[config.mk]
export PLATFORM = sky130hd
export DESIGN_NAME = alu_cmp_stage
export DESIGN_NICKNAME = d
export VERILOG_FILES = /design/src/rtl/alu_pkg.sv /design/src/rtl/alu_cmp.sv /design/src/rtl/alu_cmp_stage.sv
export SDC_FILE = /design/constraint.sdc
export NUM_CORES = 1
export LEC_CHECK = 0
export ABC_CLOCK_PERIOD_IN_PS = 3650
export BUFFER_PORTS_ARGS = -buffer_cell sky130_fd_sc_hd__buf_2
export CAP_MARGIN = 20
export CORE_AREA = 4 4 89 91
export DETAILED_ROUTE_END_ITERATION = 8
export DIE_AREA = 0 0 93 95
export PLACE_DENSITY = 0.85
export SYNTH_ARGS = -nofsm -noshare
export SYNTH_HDL_FRONTEND = slang
export SYNTH_SLANG_ARGS = --single-unit
[constraint.sdc]
create_clock -name clk -period 3.65 [get_ports clk]
set_input_delay 0.5475 -clock clk [delete_from_list [all_inputs] [get_ports clk]]
set_output_delay 0.5475 -clock clk [all_outputs]
set_load 0.05 [all_outputs]
[src/rtl/alu_pkg.sv]
// Shared encodings and payload types for the ALU compare/output stage.
package alu_pkg;

    localparam int unsigned DATA_W = 32;

    typedef enum logic [1:0] {
        CFN_PASS  = 2'b00,
        CFN_CMPEQ = 2'b01,
        CFN_CMPLT = 2'b10,
        CFN_CMPLE = 2'b11
    } cfn_e;

    typedef enum logic [1:0] {
        OCC_EMPTY = 2'b00,
        OCC_ONE   = 2'b01,
        OCC_FULL  = 2'b10
    } occ_e;

    // One buffered result: value plus the adder flags carried unmodified.
    typedef struct packed {
        logic [DATA_W-1:0] y;
        logic              z;
        logic              v;
        logic              n;
    } entry_t;

endpackage

[src/rtl/alu_cmp.sv]
// Result selector: pass-through sum or Beta-style compare bit from the adder flags.
module alu_cmp
    import alu_pkg::*;
(
    input  logic [DATA_W-1:0] s,
    input  logic              z,
    input  logic              v,
    input  logic              n,
    input  logic [1:0]        cfn,
    output logic [DATA_W-1:0] y
);

    // Signed less-than is n^v after a subtract; less-or-equal adds the zero flag.
    always_comb begin
        y = '0;
        unique case (cfn_e'(cfn))
            CFN_PASS:  y = s;
            CFN_CMPEQ: y = DATA_W'(z);
            CFN_CMPLT: y = DATA_W'(n ^ v);
            CFN_CMPLE: y = DATA_W'(z | (n ^ v));
            default:   y = '0;
        endcase
    end

endmodule

[src/rtl/alu_cmp_stage.sv]
// Registered ALU output stage: compare select, 2-entry valid/ready buffer, overflow tracking.
module alu_cmp_stage
    import alu_pkg::*;
#(
    parameter int unsigned CNT_W = 8
) (
    input  logic              clk,
    input  logic              rst_n,
    input  logic              in_valid,
    output logic              in_ready,
    input  logic [DATA_W-1:0] in_s,
    input  logic              in_z,
    input  logic              in_v,
    input  logic              in_n,
    input  logic [1:0]        in_cfn,
    output logic              out_valid,
    input  logic              out_ready,
    output logic [DATA_W-1:0] out_y,
    output logic              out_z,
    output logic              out_v,
    output logic              out_n,
    output logic              ovf_sticky,
    output logic [CNT_W-1:0]  ovf_cnt,
    input  logic              ovf_clr
);

    occ_e             state_q;
    occ_e             state_d;
    logic             rd_ptr_q;
    logic             wr_ptr_q;
    logic             out_valid_q;
    logic             in_ready_q;
    logic             ovf_sticky_q;
    logic [CNT_W-1:0] ovf_cnt_q;
    entry_t           mem_q [2];
    entry_t           entry_d;
    entry_t           head;
    logic [DATA_W-1:0] y_d;
    logic             push;
    logic             pop;
    logic             ovf_evt;

    alu_cmp u_cmp (
        .s   (in_s),
        .z   (in_z),
        .v   (in_v),
        .n   (in_n),
        .cfn (in_cfn),
        .y   (y_d)
    );

    assign push    = in_valid & in_ready_q;
    assign pop     = out_valid_q & out_ready;
    assign ovf_evt = push & (cfn_e'(in_cfn) == CFN_PASS) & in_v;
    assign entry_d = '{y: y_d, z: in_z, v: in_v, n: in_n};

    // Occupancy next-state; FULL never sees a push because in_ready is low there.
    always_comb begin
        state_d = state_q;
        unique case (state_q)
            OCC_EMPTY: if (push) state_d = OCC_ONE;
            OCC_ONE: begin
                if (push && !pop)      state_d = OCC_FULL;
                else if (pop && !push) state_d = OCC_EMPTY;
            end
            OCC_FULL:  if (pop) state_d = OCC_ONE;
            default:   state_d = OCC_EMPTY;
        endcase
    end

    // State, pointers and handshake flops; valid/ready registered from next occupancy.
    always_ff @(posedge clk or negedge rst_n) begin
        if (!rst_n) begin
            state_q     <= OCC_EMPTY;
            rd_ptr_q    <= 1'b0;
            wr_ptr_q    <= 1'b0;
            out_valid_q <= 1'b0;
            in_ready_q  <= 1'b1;
        end else begin
            state_q     <= state_d;
            out_valid_q <= (state_d != OCC_EMPTY);
            in_ready_q  <= (state_d != OCC_FULL);
            if (push) wr_ptr_q <= ~wr_ptr_q;
            if (pop)  rd_ptr_q <= ~rd_ptr_q;
        end
    end

    // Entry storage; contents are don't-care until written, outputs are masked.
    always_ff @(posedge clk) begin
        if (push) mem_q[wr_ptr_q] <= entry_d;
    end

    // Sticky overflow and saturating event count; an event in the clear cycle survives.
    always_ff @(posedge clk or negedge rst_n) begin
        if (!rst_n) begin
            ovf_sticky_q <= 1'b0;
            ovf_cnt_q    <= '0;
        end else if (ovf_clr) begin
            ovf_sticky_q <= ovf_evt;
            ovf_cnt_q    <= ovf_evt ? CNT_W'(1) : '0;
        end else if (ovf_evt) begin
            ovf_sticky_q <= 1'b1;
            if (ovf_cnt_q != {CNT_W{1'b1}}) ovf_cnt_q <= ovf_cnt_q + CNT_W'(1);
        end
    end

    assign head       = mem_q[rd_ptr_q];
    assign in_ready   = in_ready_q;
    assign out_valid  = out_valid_q;
    assign out_y      = out_valid_q ? head.y : '0;
    assign out_z      = out_valid_q & head.z;
    assign out_v      = out_valid_q & head.v;
    assign out_n      = out_valid_q & head.n;
    assign ovf_sticky = ovf_sticky_q;
    assign ovf_cnt    = ovf_cnt_q;

endmodule
==> After elaboration in Yosys (flattened, before gate mapping) <==
Memory sizes are Yosys's and may differ from the RTL's.
Index checks and enable logic that the tools add are counted.
{ "word_totals": {"ff_bits": 15, "ram_bits": 70, "in_bits": 42, "out_inout_bits": 46, "elab_cells": 52, "mem_count": 1} }
{ "mem_list": {"columns": ["memory", "words", "width", "rd", "rd_clocked_by_memory_dff", "wr", "line", "text"], "rows": [
  ["mem_q", 2, 35, 1, 0, 1, "alu_cmp_stage.sv:35", "entry_t mem_q [2];"]
]} }
{ "op_classes": {"add_sub_neg": 1, "n_eq_ne": 7, "n_mux": 15, "bitwise_logic": 11, "reduce_logical": 10} }
{ "ops": {"columns": ["cell", "count"], "rows": [
  ["$pmux 32 s4", 1],
  ["$mux 32", 1],
  ["$or 1x32->32", 1],
  ["$mux 8", 3],
  ["$add 8x1->8 const B", 1],
  ["$mux 2", 4],
  ["$ne 8x8->1 const B", 1],
  ["$and 1x1->1", 7],
  ["$eq 2x2->1 const B", 3],
  ["$pmux 2 s3", 1],
  ["$reduce_bool 2->1", 3],
  ["$mux 1", 5],
  ["$eq 2x1->1 const B", 2],
  ["$logic_not 2->1", 2],
  ["$logic_and 1x1->1", 2],
  ["$logic_not 1->1", 2],
  ["$ne 2x2->1 const B", 1],
  ["$not 1->1", 2],
  ["$reduce_and 2->1", 1],
  ["$xor 1x1->1", 1]
]} }

==> Longest topological paths before layout <==
{ "depth": {"word_depth": 7, "mapped_depth": 5, "ltp_nobuf": 5} }

==> Modules after synthesis <==
Synthesis repeated with hierarchy kept, for this count alone.
{ "unflattened": {"cells_unflattened": 258, "area_unflattened_um2": 3714.8} }
{ "by_module_without_submodules": {"columns": ["module", "instances", "cells_each", "area_per_inst_um2", "seq_area_each_um2"], "rows": [
  ["alu_cmp_stage", 1, 220, 3474.6, 2478.6],
  ["alu_cmp", 1, 38, 240.2, 0.0]
]} }

==> Worst setup path after synthesis <==
No wires, ideal clock.
{ "synth_timing": {"path_type": "flip-flop to flip-flop", "startpoint": "register in_ready_q, in the netlist in_ready", "endpoint": "memory mem_q[0][0] (netlist bit), enable pin", "setup_time_ns": 0.427, "t_arrival_ns": 2.411, "required_ns": 3.223, "slack_ns": 0.812, "path_stages_with_launch": 3, "path_buffers": 0, "period_less_slack_ns": 2.838, "cell_sequence": "dfstp_2 nand2_1 nor2_1"} }
{ "synth_between": {"elab_chain_cells": 3} }
{ "synth_rtl": {"columns": ["item", "line", "text"], "rows": [
  ["start: declaration", "alu_cmp_stage.sv:32", "logic in_ready_q;"],
  ["start signal: assignment", "alu_cmp_stage.sv:82", "in_ready_q <= (state_d != OCC_FULL);"],
  ["$and 1x1->1", "alu_cmp_stage.sv:52", "assign push = in_valid & in_ready_q;"],
  ["$mux 1", "alu_cmp_stage.sv:90", "if (push) mem_q[wr_ptr_q] <= entry_d;"],
  ["$mux 1 (implied by the code)", "alu_cmp_stage.sv:90", null],
  ["end: declaration", "alu_cmp_stage.sv:35", null]
]} }
No other way between the ends.

==> Worst setup path in the final report <==
{ "layout_timing": {"startpoint": "register rd_ptr_q", "endpoint": "output port out_y[1]"} }
{ "layout_between": {"elab_chain_cells": 2} }
{ "layout_rtl": {"columns": ["item", "line", "text"], "rows": [
  ["start: declaration", "alu_cmp_stage.sv:29", "logic rd_ptr_q;"],
  ["start signal: assignment", "alu_cmp_stage.sv:84", "if (pop) rd_ptr_q <= ~rd_ptr_q;"],
  ["$mem_v2 2x35", null, null],
  ["$mux 32", "alu_cmp_stage.sv:110", "assign out_y = out_valid_q ? head.y : '0;"],
  ["end: declaration", "alu_cmp_stage.sv:18", "output logic [DATA_W-1:0] out_y,"]
]} }
No other way between the ends.

==> results.sh <==
export IMPL_post_route_drc_count=0
export IMPL_crit_path_max_fanout=36
export IMPL_r2r_end="mem_q[0][29]$_DFFE_PP_"
export IMPL_ctsResizeCount=0
export IMPL_dr_pass1_iters=5
export IMPL_placementRows=31
export IMPL_initial_core_util_pct=52.0
export IMPL_final_area_um2=4440
export IMPL_hold_class="in -> async"
export IMPL_yosys_warnings=0
export IMPL_worst_ep_required_time_ps=3100
export IMPL_tightest_slew_ps=1060
export IMPL_numCtsBuffers=9
export IMPL_avgSynthCellArea_um2=14.2
export IMPL_ir_worst_vdd_uv=460
export IMPL_wire_per_inst_um=15.0
export IMPL_synth_top_cell_area_share_pct=56.7
export IMPL_rsz0062_at_grt="false"
export IMPL_fin_cells=452
export IMPL_diodes=0
export IMPL_detail_route_antenna_nets=0
export IMPL_max_stage_delay_ps=1070
export IMPL_relSlewSlack_pct=29.5
export IMPL_synth_edf_count=70
export IMPL_cts_tree="yes"
export IMPL_ys_ff_latch=85
export IMPL_io_buffers=87
export IMPL_rrSetupSlack_ps=1680
export IMPL_synth_cells=262
export IMPL_io_pins=88
export IMPL_syn_area_um2=3710
export IMPL_gr_total_overflow=0
export IMPL_r2r_cells=2
export IMPL_ys_flop_type="edfxtp_1"
export IMPL_grt_pass1_wl_mm=11.0
export IMPL_viasPerCell=5.05
export IMPL_async_reset_ff_share_pct=17.6
export IMPL_dp_cells=436
export IMPL_outcome="finished, final reports clean"
export IMPL_synth_top_cells_by_area="edfxtp_1, mux2i_1, dfrtp_1"
export IMPL_cts_buffer_depth=2
export IMPL_root_buffer="clkbuf_8"
export IMPL_cp_slowest_cell="dfrtp_2"
export IMPL_cp_arrival_ps=2090
export IMPL_grt_pass1_vias=2374
export IMPL_fin_util_pct=62.3
export IMPL_die_h_um=95
export IMPL_fin_setup_tns_ps=0
export IMPL_p_leak_nw=1.87
export IMPL_clkTransAtPathRegs_ps=80
export IMPL_grt_use_total_pct=16.2
export IMPL_hold_buffers=0
export IMPL_synth_common_cells="edfxtp_1, mux2i_1, nor2b_1, and2_1, dfrtp_1"
export IMPL_startpoint="rd_ptr_q$_DFFE_PN0P_"
export IMPL_finalCriticalPeriod_ps=2640
export IMPL_setup_violations=0
export IMPL_drv_slew=0
export IMPL_period_share_pct=72.3
export IMPL_synth_area_leader_cell="edfxtp_1"
export IMPL_grt_max_degree=40
export IMPL_synth_nets=305
export IMPL_reg2reg_from="in_ready$_DFF_PN1_"
export IMPL_num_vias=2281
export IMPL_hold_viol=0
export IMPL_htreeDepth=3
export IMPL_cp_end_kind="output port"
export IMPL_first_iter_violations=122
export IMPL_path_delay_family="flip-flops"
export IMPL_drv_cap=0
export IMPL_fmax_mhz=379
export IMPL_finClkSkew_ps=7.97
export IMPL_synth_most_common_cell="edfxtp_1"
export IMPL_grt_antenna_before_repair=0
export IMPL_worst_path_buf_inv=1
export IMPL_die_w_um=93
export IMPL_syn2layout_area_growth_pct=19.8
export IMPL_drive_gt1_share_pct=31.4
export IMPL_yosysSeqAreaShare_pct=66.8
export IMPL_fin_nets=391
export IMPL_wirelength_mm=6.78
export IMPL_dieArea_um2=8840
export IMPL_post_cts_buffers=0
export IMPL_clock_sinks=85
export IMPL_dp_hpwl_mm=4.48
export IMPL_clock_latency_ps=340
export IMPL_path_cells="mux2i_1 -> nor2b_1 -> buf_2"
export IMPL_placed_cell_area_um2=4230
export IMPL_crit_type="reg -> out"
export IMPL_start_kind="flip-flop"
export IMPL_hold_slack_ps=101
export IMPL_place_gp_congestion=0.760
export IMPL_core_area_um2=7140
export IMPL_power_density_nw_per_um2=830
export IMPL_ys_types=40
[placed cells by master (no fill, tap or decap), types with 2 or more instances in the layout]
cell type / instances
a21oi_1: 4
a311oi_1: 2
a31oi_1: 2
and2_1: 33
buf_2: 87
bufinv_16: 2
clkbuf_8: 9
clkinv_2: 2
dfrtp_1: 13
edfxtp_1: 70
mux2i_1: 37
nand2_1: 10
nand4_1: 3
nor2_1: 5
nor2b_1: 37
o21a_1: 3
o21ai_0: 2
xnor2_1: 2
[kinds of logic after synthesis]
kind of cell / Yosys count / share of synthesized area (%)
fa+ha+maj: 1 / 0.337
mux: 39 / 10.7
buf+inv: 14 / 1.65
flops: 85 / 66.8
compound gates: 20 / 3.61
simple gates: 100 / 16.2
xor+xnor: 3 / 0.708
[metal layers]
layer,GRT usage (%),wire length (um)
met5,0,0
met2,28.1,3420
met3,5.18,485
met1,18.8,2840
met4,5.86,41
[final cells by class]
cell class / instances / area, um2
clock buffers: 10 / 128
clock inverters: 6 / 86.3
fillers: 580 / 2690
inverters: 1 / 3.75
multi-input cells: 163 / 1180
flip-flops and latches: 85 / 2480
well taps: 99 / 124
repair buffers: 88 / 443
[sequential cells by signal, indices dropped and copies added (netlist names)]
signal and count:
in_ready 1, mem_q 70, wr_ptr_q 1, ovf_cnt 8, out_valid 1, rd_ptr_q 1
state_q 2, ovf_sticky 1
[how the worst max path moves through the flow]
stage                                  to  slack (ps)  cells past startpoint
floorplan           mem_q[0][0]$_DFFE_PP_         810                      2
global placement                out_y[24]        1370                      3
detailed placement               out_y[1]        1370                      3
CTS                              out_y[1]         970                      3
global route                     out_y[3]         900                      3
finish                           out_y[1]        1010                      3
[stage by stage]
| stage | power, mW | worst slack, ps |
|---|---|---|
| after floorplan | 2.68 | 812 |
| after global placement | 3.00 | 1370 |
| after global routing | 3.87 | 896 |
| final | 3.69 | 1010 |
| after CTS | 3.74 | 974 |
| after detailed placement | 3.03 | 1370 |
[power breakdown]
group	internal, mW	switching (mW)	total, mW
Clock	0.386	0.320	0.706
Combinational	0.433	1.03	1.46
Sequential	1.30	0.214	1.52
Total	2.12	1.56	3.69
(Power assumes the default switching activity.)
